### config.mk
export PLATFORM = sky130hd
export DESIGN_NAME = result_drain_buffer
export DESIGN_NICKNAME = d
export VERILOG_FILES = /design/src/rtl/systolic_pkg.sv /design/src/rtl/result_store.sv /design/src/rtl/result_drain_buffer.sv
export SDC_FILE = /design/constraint.sdc
export NUM_CORES = 2
export LEC_CHECK = 0
export ABC_AREA = 1
export ABC_CLOCK_PERIOD_IN_PS = 13450
export CELL_PAD_IN_SITES_DETAIL_PLACEMENT = 1
export CELL_PAD_IN_SITES_GLOBAL_PLACEMENT = 1
export CORE_ASPECT_RATIO = 0.6
export CORE_MARGIN = 2
export CORE_UTILIZATION = 47
export DETAILED_ROUTE_END_ITERATION = 12
export HOLD_SLACK_MARGIN = 0.1
export PLACE_DENSITY_LB_ADDON = 0.1
export SYNTH_ARGS = -nofsm -noshare
export SYNTH_HDL_FRONTEND = slang
export SYNTH_HIERARCHICAL = 1
export SYNTH_SLANG_ARGS = --single-unit
### constraint.sdc
create_clock -name clk -period 13.45 [get_ports clk]
set_input_delay 2.69 -clock clk [delete_from_list [all_inputs] [get_ports clk]]
set_output_delay 2.69 -clock clk [all_outputs]
set_load 0.02 [all_outputs]
### src/rtl/systolic_pkg.sv
// Shared systolic-array definitions: array geometry and the
// result drain buffer state encoding.
package systolic_pkg;

  localparam int N           = 8;
  localparam int ACC_W       = 32;
  localparam int DRAIN_BEATS = 2 * N - 1;

  typedef enum logic [1:0] {
    EMPTY,
    CAPTURE,
    READOUT
  } drain_state_t;

endpackage

### src/rtl/result_store.sv
// N x N accumulator storage: deskewing writes from the drain beat
// index and a combinational row read mux.
module result_store #(
  parameter int N     = 8,
  parameter int ACC_W = 32,
  parameter int KW    = 4,
  parameter int RW    = 3
) (
  input  logic               clk,
  input  logic               we,
  input  logic [KW-1:0]      k,
  input  logic [N*ACC_W-1:0] drain_data,
  input  logic [RW-1:0]      row,
  output logic [N*ACC_W-1:0] row_data
);

  logic [ACC_W-1:0] mem [N][N];

  // Beat k carries C[i][j] on column j exactly when i + j == k.
  always_ff @(posedge clk) begin
    for (int i = 0; i < N; i++) begin
      for (int j = 0; j < N; j++) begin
        if (we && (k == KW'(i + j))) begin
          mem[i][j] <= drain_data[j*ACC_W +: ACC_W];
        end
      end
    end
  end

  always_comb begin
    row_data = '0;
    for (int j = 0; j < N; j++) begin
      row_data[j*ACC_W +: ACC_W] = mem[row][j];
    end
  end

endmodule

### src/rtl/result_drain_buffer.sv
// Captures skewed drain wavefronts into an N x N matrix and serves
// it one row per valid/ready beat.
module result_drain_buffer #(
  parameter int N     = systolic_pkg::N,
  parameter int ACC_W = systolic_pkg::ACC_W,
  localparam int RW   = (N > 1) ? $clog2(N) : 1
) (
  input  logic               clk,
  input  logic               rst,
  input  logic               output_write,
  input  logic [N*ACC_W-1:0] drain_data,
  output logic               rd_valid,
  input  logic               rd_ready,
  output logic [N*ACC_W-1:0] rd_data,
  output logic [RW-1:0]      rd_row,
  output logic               rd_last,
  output logic               buf_empty,
  output logic               overflow_err
);

  import systolic_pkg::*;

  localparam int BEATS = 2 * N - 1;
  localparam int KW    = (BEATS > 1) ? $clog2(BEATS) : 1;
  localparam logic [KW-1:0] K_LAST = KW'(BEATS - 1);
  localparam logic [RW-1:0] R_LAST = RW'(N - 1);

  drain_state_t     state, state_n;
  logic [KW-1:0]    k, k_n;
  logic [RW-1:0]    row, row_n;
  logic             ovf_n;
  logic             we;
  logic [N*ACC_W-1:0] row_data;

  always_ff @(posedge clk or posedge rst) begin
    if (rst) begin
      state        <= EMPTY;
      k            <= '0;
      row          <= '0;
      overflow_err <= 1'b0;
    end else begin
      state        <= state_n;
      k            <= k_n;
      row          <= row_n;
      overflow_err <= ovf_n;
    end
  end

  always_comb begin
    state_n = state;
    k_n     = k;
    row_n   = row;
    ovf_n   = overflow_err;
    we      = 1'b0;
    unique case (state)
      EMPTY: begin
        if (output_write) begin
          we = 1'b1;
          if (BEATS == 1) begin
            state_n = READOUT;
            row_n   = '0;
          end else begin
            state_n = CAPTURE;
            k_n     = KW'(1);
          end
        end
      end
      CAPTURE: begin
        if (output_write) begin
          we = 1'b1;
          if (k == K_LAST) begin
            state_n = READOUT;
            k_n     = '0;
            row_n   = '0;
          end else begin
            k_n = k + KW'(1);
          end
        end
      end
      READOUT: begin
        // Storage is frozen here; a drain beat can only be flagged.
        if (output_write) ovf_n = 1'b1;
        if (rd_ready) begin
          if (row == R_LAST) begin
            row_n   = '0;
            state_n = EMPTY;
          end else begin
            row_n = row + RW'(1);
          end
        end
      end
      default: state_n = EMPTY;
    endcase
  end

  result_store #(
    .N     (N),
    .ACC_W (ACC_W),
    .KW    (KW),
    .RW    (RW)
  ) u_store (
    .clk        (clk),
    .we         (we),
    .k          (k),
    .drain_data (drain_data),
    .row        (row),
    .row_data   (row_data)
  );

  assign rd_valid  = (state == READOUT);
  assign rd_data   = rd_valid ? row_data : '0;
  assign rd_row    = row;
  assign rd_last   = rd_valid && (row == R_LAST);
  assign buf_empty = (state == EMPTY);

endmodule

# Word level (Yosys, flattened, before mapping)
# Memory sizes are Yosys's and may differ from the RTL's.
# Index checks and enable logic that the tools add are counted.
[totals]
mem_count = 1
elab_cells = 102
mem_bits_rw = 2048
output_inout_bits = 263
ff_bits = 10
input_bits = 260
[op_classes]
eq_ne = 22
n_addsub = 2
n_reduce_logical = 25
n_mux = 48
[memory_table]
columns = ["name", "depth", "word_bits", "rd", "rd_clocked_by_memory_dff", "write_ports", "line", "rtl"]
rows = [
  ["u_store.mem", 8, 256, 1, 0, 8, "result_store.sv:17", "logic [ACC_W-1:0] mem [N][N];"],
]
[op_table]
columns = ["cell", "count"]
rows = [
  ["256-bit 2-to-1 mux", 1],
  ["1-bit 2-to-1 mux", 32],
  ["4-bit == test, second input constant", 7],
  ["4-bit by 3-bit == test with 1-bit output, second input constant", 4],
  ["1-bit logical AND", 16],
  ["3-bit 2-to-1 mux", 4],
  ["4-bit 2-to-1 mux", 3],
  ["2-bit 2-to-1 mux", 5],
  ["4-bit by 2-bit == test with 1-bit output, second input constant", 2],
  ["4-bit one-hot mux with 2 select lines", 1],
  ["2-bit != test, second input constant", 3],
  ["2-bit one-hot mux with 3 select lines", 1],
  ["3-bit one-hot mux with 2 select lines", 1],
  ["5-bit AND reduction", 1],
  ["4-bit by 1-bit adder with 4-bit output, second input constant", 1],
  ["4-bit by 1-bit == test with 1-bit output, second input constant", 1],
  ["4-bit zero test", 1],
  ["2-bit by 1-bit != test with 1-bit output, second input constant", 2],
  ["4-bit AND reduction", 1],
  ["2-bit nonzero test", 2],
  ["3-bit by 1-bit adder with 3-bit output, second input constant", 1],
  ["3-bit == test, second input constant", 1],
  ["3-bit AND reduction", 1],
  ["2-bit by 1-bit == test with 1-bit output, second input constant", 1],
  ["other kinds (4)", 4],
]

# Depth between registers and ports, before layout
[logic_depth]
depth_word = 6
ltp_mapped = 12
depth_no_buf = 8

# Modules after synthesis
# The synthesis kept the hierarchy.
[by_module_without_submodules]
columns = ["module", "instances", "area_each_um2", "cells_each"]
rows = [
  ["result_store", 1, 88875.2, 8875],
  ["result_drain_buffer", 1, 2803.9, 619],
]

# Worst setup path after synthesis
# OpenSTA, ideal clock, no wires.
[synth_path]
kind = "input to register"
startpoint = "in output_write"
endpoint = "mem u_store/mem[0][0] (netlist bit), enable pin"
path_buffers = 0
cell_stages = 4
required_ns = 12.571
slack_ns = -1.114
arrival_ns = 13.685
setup_ns = 0.879
path_cell_list = "inv_1 > nor2_4 > nand3_1 > nor2_1"
[synth_rtl]
columns = ["item", "line", "rtl"]
rows = [
  ["start: declaration", "result_drain_buffer.sv:10", "input logic output_write,"],
  ["end: declaration", "result_store.sv:17", ""],
]

# Final worst setup path
[layout_path]
startpoint = "reg row[0] (netlist: rd_row[0])"
endpoint = "out rd_data[123]"
[layout_between]
elab_chain_cells = 2
[layout_lines]
columns = ["item", "line", "rtl"]
rows = [
  ["start: declaration", "result_drain_buffer.sv:30", "logic [RW-1:0] row, row_n;"],
  ["start signal: assignment", "result_drain_buffer.sv:44", "row <= row_n;"],
  ["memory read 8 x 256 bit", "n/a", ""],
  ["named net row_data[123]", "result_drain_buffer.sv:33", "logic [N*ACC_W-1:0] row_data;"],
  ["256-bit 2-to-1 mux", "result_drain_buffer.sv:111", "assign rd_data = rd_valid ? row_data : '0;"],
  ["end: declaration", "result_drain_buffer.sv:14", "output logic [N*ACC_W-1:0] rd_data,"],
]
# The timed path passes the listed nets, and every way through them passes these cells.

==> results.yml <==
synthesis:
  synth_top_area_frac: 0.671
  synthesis.area_mm2: 0.0917
  syn_inst: 9494
  ys_ff_latch: 2058
  ys_seq_area_frac: 0.674
  synth_warnings: 6
  synth_area_leaders: "edfxtp_1, nand2_1, inv_1"
  synth_area_per_cell_um2: 9.66
  syn_nets: 9758
  synth_xor_area_frac: 0.0000955
  synthMuxAreaShare: 0
  synth_simple_gate_area_frac: 0.206
  synthAdderAreaFrac: 0.000546
  synth_top_cell_by_area: "edfxtp_1"
  synth_compound_area_frac: 0.000423
  synth_top_family_by_area: "simple AND/OR/NAND/NOR gates"
  ys_types: 24
setup_path:
  crit_chain: "buf_4 > buf_4 > buf_4 > nand2_1 > nand3_1 > nand2_1 > nand2_1 > nand2_1 > inv_1 > nor2_1 > clkdlybuf4s50_1"
  rr_worst_depth: 5
  cp_common_cell: "nand2_1"
  crit_slowest_cell: "dfrtp_4"
  start_kind: "flip-flop"
  critPathArrivalTime_ps: 5960
  slowest_delay_ps: 1020
  cp_data_required_time_ps: 10760
  path_max_fanout: 93
  path_class: "reg2out"
  endpoint_kind: "primary output"
floorplan:
  core_mm2: 0.194
  die_w_um: 574
  dieArea_mm2: 0.199
  io_pins: 523
  rows: 125
  initial_core_util: 0.473
  die_y_um: 346
power_and_ir_drop:
  powerDensity_mw_per_mm2: 137
  leakagePower_uw: 0.0476
  max-vdd-ir-drop_mv: 0.112
  power_uw: 14300
detailed_routing:
  drt_pre_antenna_iters: 5
  wl_met1_um: 115000
  top_layer: "met5"
  dr_total_vias: 63130
  route.met2.wl_um: 128000
  drt_iter0_drc: 4221
  wl_um: 261000
  drc: 0
  wl_met3_um: 12300
  wl_per_cell_um: 20.7
  vias_per_cell: 4.99
  ant_nets: 0
sta:
  setup_viol: 0
  relSlewSlack: 0.154
  hold_violations: 0
  drv_slew: 0
  tns_ps: 0
  fmax_mhz: 116
  fin_crit_ps: 8650
  rsz0062_at_grt: "no"
  fin_ws_ps: 4800
  period_share: 0.643
  worst_pin_slew_ps: 1270
  fin_skew_ps: 28.4
global_routing:
  grt_pass1_wl_um: 402000
  track_usage: 0.262
  overflow: 0
  grt_max_degree: 234
  grt_pass1_vias: 67676
  antenna_found_initial: 51
clock_network:
  clock-root-buffer: "clkbuf_16"
  cts.clk_slew.worst_paths_ps: 60
  htree_num_levels: 4
  cts_tree: "done"
  numCtsBuffers: 202
  cts_setup_buffers: 0
  cts.sinks: 2058
  clk_latency_ps: 840
  post_cts_resized: 0
  cts_buffer_depth: 4
  cts_hold_buf: 0
place:
  dp_slack_ps: 5630
  io_buffers: 522
  gp_congestion: 0.778
  hpwl_um: 141000
cells_and_area:
  fill_cells: 21601
  layout-drive-gt1-share: 0.0358
  num-nets-final: 10132
  synthToLayoutAreaGrowth_pct: 14.4
  final_core_util: 0.541
status:
  outcome: "completed"
hold_path:
  min_path_cells: 1
  hold_class: "reg2reg"
run:
  cap_viol_max_count: 0
## report_power, final
part / internal, µW / switching (µW) / total [µW]
clock: 2930 / 2430 / 5360
combinational: 300 / 910 / 1210
sequential: 7640 / 117 / 7760
## through the flow
| step | hold WS, ps | cell area, µm² | cells |
|---|---|---|---|
| after detailed placement | 469 | 98800 | 12267 |
| after global routing | 513 | 105000 | 12640 |
| final | 492 | 105000 | 12647 |
| after CTS | 489 | 105000 | 12624 |
| after global placement | 461 | 98800 | 12267 |
| after floorplan | 550 | 91700 | 9494 |
## critical path, delay by kind of cell (launching register included)
family,cells,cell delay [ps]
AND/OR/NAND/NOR,6,590
flip-flops,1,1020
buffers and inverters,5,3380
## logic make-up (layout without fill, tap and decap cells)
| kind of cell | Yosys count | count (layout) |
|---|---|---|
| AND/OR/NAND/NOR | 4677 | 4677 |
| buffers and inverters | 2748 | 3275 |
| flip-flops | 2058 | 2058 |
| AO/OA/AOI/OAI | 6 | 6 |
| adder cells (fa/ha/maj) | 4 | 4 |
| XOR/XNOR | 1 | 1 |
| other | 0 | 23 |
## metal layers
metal / global-route usage / up-vias
li1: - / 29888
met1: 0.347 / 31680
met2: 0.451 / 1152
met3: 0.0385 / 372
met4: 0.0708 / 38
met5: 0 / -
## final timing paths
kind	startpoint	slack, ps	endpoint
setup / recovery	rd_row[0]	4800	rd_data[123]
hold / removal	overflow_err	490	overflow_err
setup reg to reg	state[1]	8970	u_store/mem[6][185]
hold reg to reg	overflow_err	490	overflow_err
max in group asynchronous	rst	10870	rd_row[1]
min in group asynchronous	rst	2200	overflow_err
## sequential cells by signal, indices dropped and copies added (netlist names)
signal / count
k: 4
overflow_err: 1
rd_row: 3
state: 2
u_store/mem: 2048
## layout make-up
| class | count | area [µm²] | share of cell area |
|---|---|---|---|
| Clock inverter | 107 | 692 | 0.00660 |
| Sequential cell | 2058 | 61800 | 0.589 |
| Multi-Input combinational cell | 4688 | 19100 | 0.182 |
| Tap cell | 2603 | 3260 | 0.0311 |
| Timing Repair Buffer | 596 | 5940 | 0.0567 |
| Inverter | 2322 | 8750 | 0.0834 |
| Clock buffer | 250 | 5300 | 0.0505 |
| Antenna cell | 23 | 57.6 | 0.000549 |
## cells in the final DEF (no fill, tap or decap), drive strengths merged
master | synthesis | final
a21oi | 1 | 1
a22oi | 1 | 1
buf | 327 | 74
bufinv | 0 | 8
clkbuf | 99 | 250
clkdlybuf4s50 | 0 | 522
clkinv | 0 | 93
clkinvlp | 0 | 5
dfrtp | 10 | 10
diode | 0 | 23
edfxtp | 2048 | 2048
ha | 4 | 4
inv | 2322 | 2323
nand2 | 3357 | 3357
nand3 | 1036 | 1036
nand3b | 1 | 1
nor2 | 283 | 283
o21ai | 3 | 3
o21bai | 1 | 1
xor2 | 1 | 1
## synth_stat cells (all sizes together)
library cell and count:
edfxtp 2048, a21oi 1, o21ai 3, dfrtp 10, clkbuf 99, o21bai 1, nand2 3357, nor2 283
inv 2322, xor2 1, ha 4, a22oi 1, nand3b 1, nand3 1036, buf 327
No activity file was read; power rests on OpenSTA's default activity.
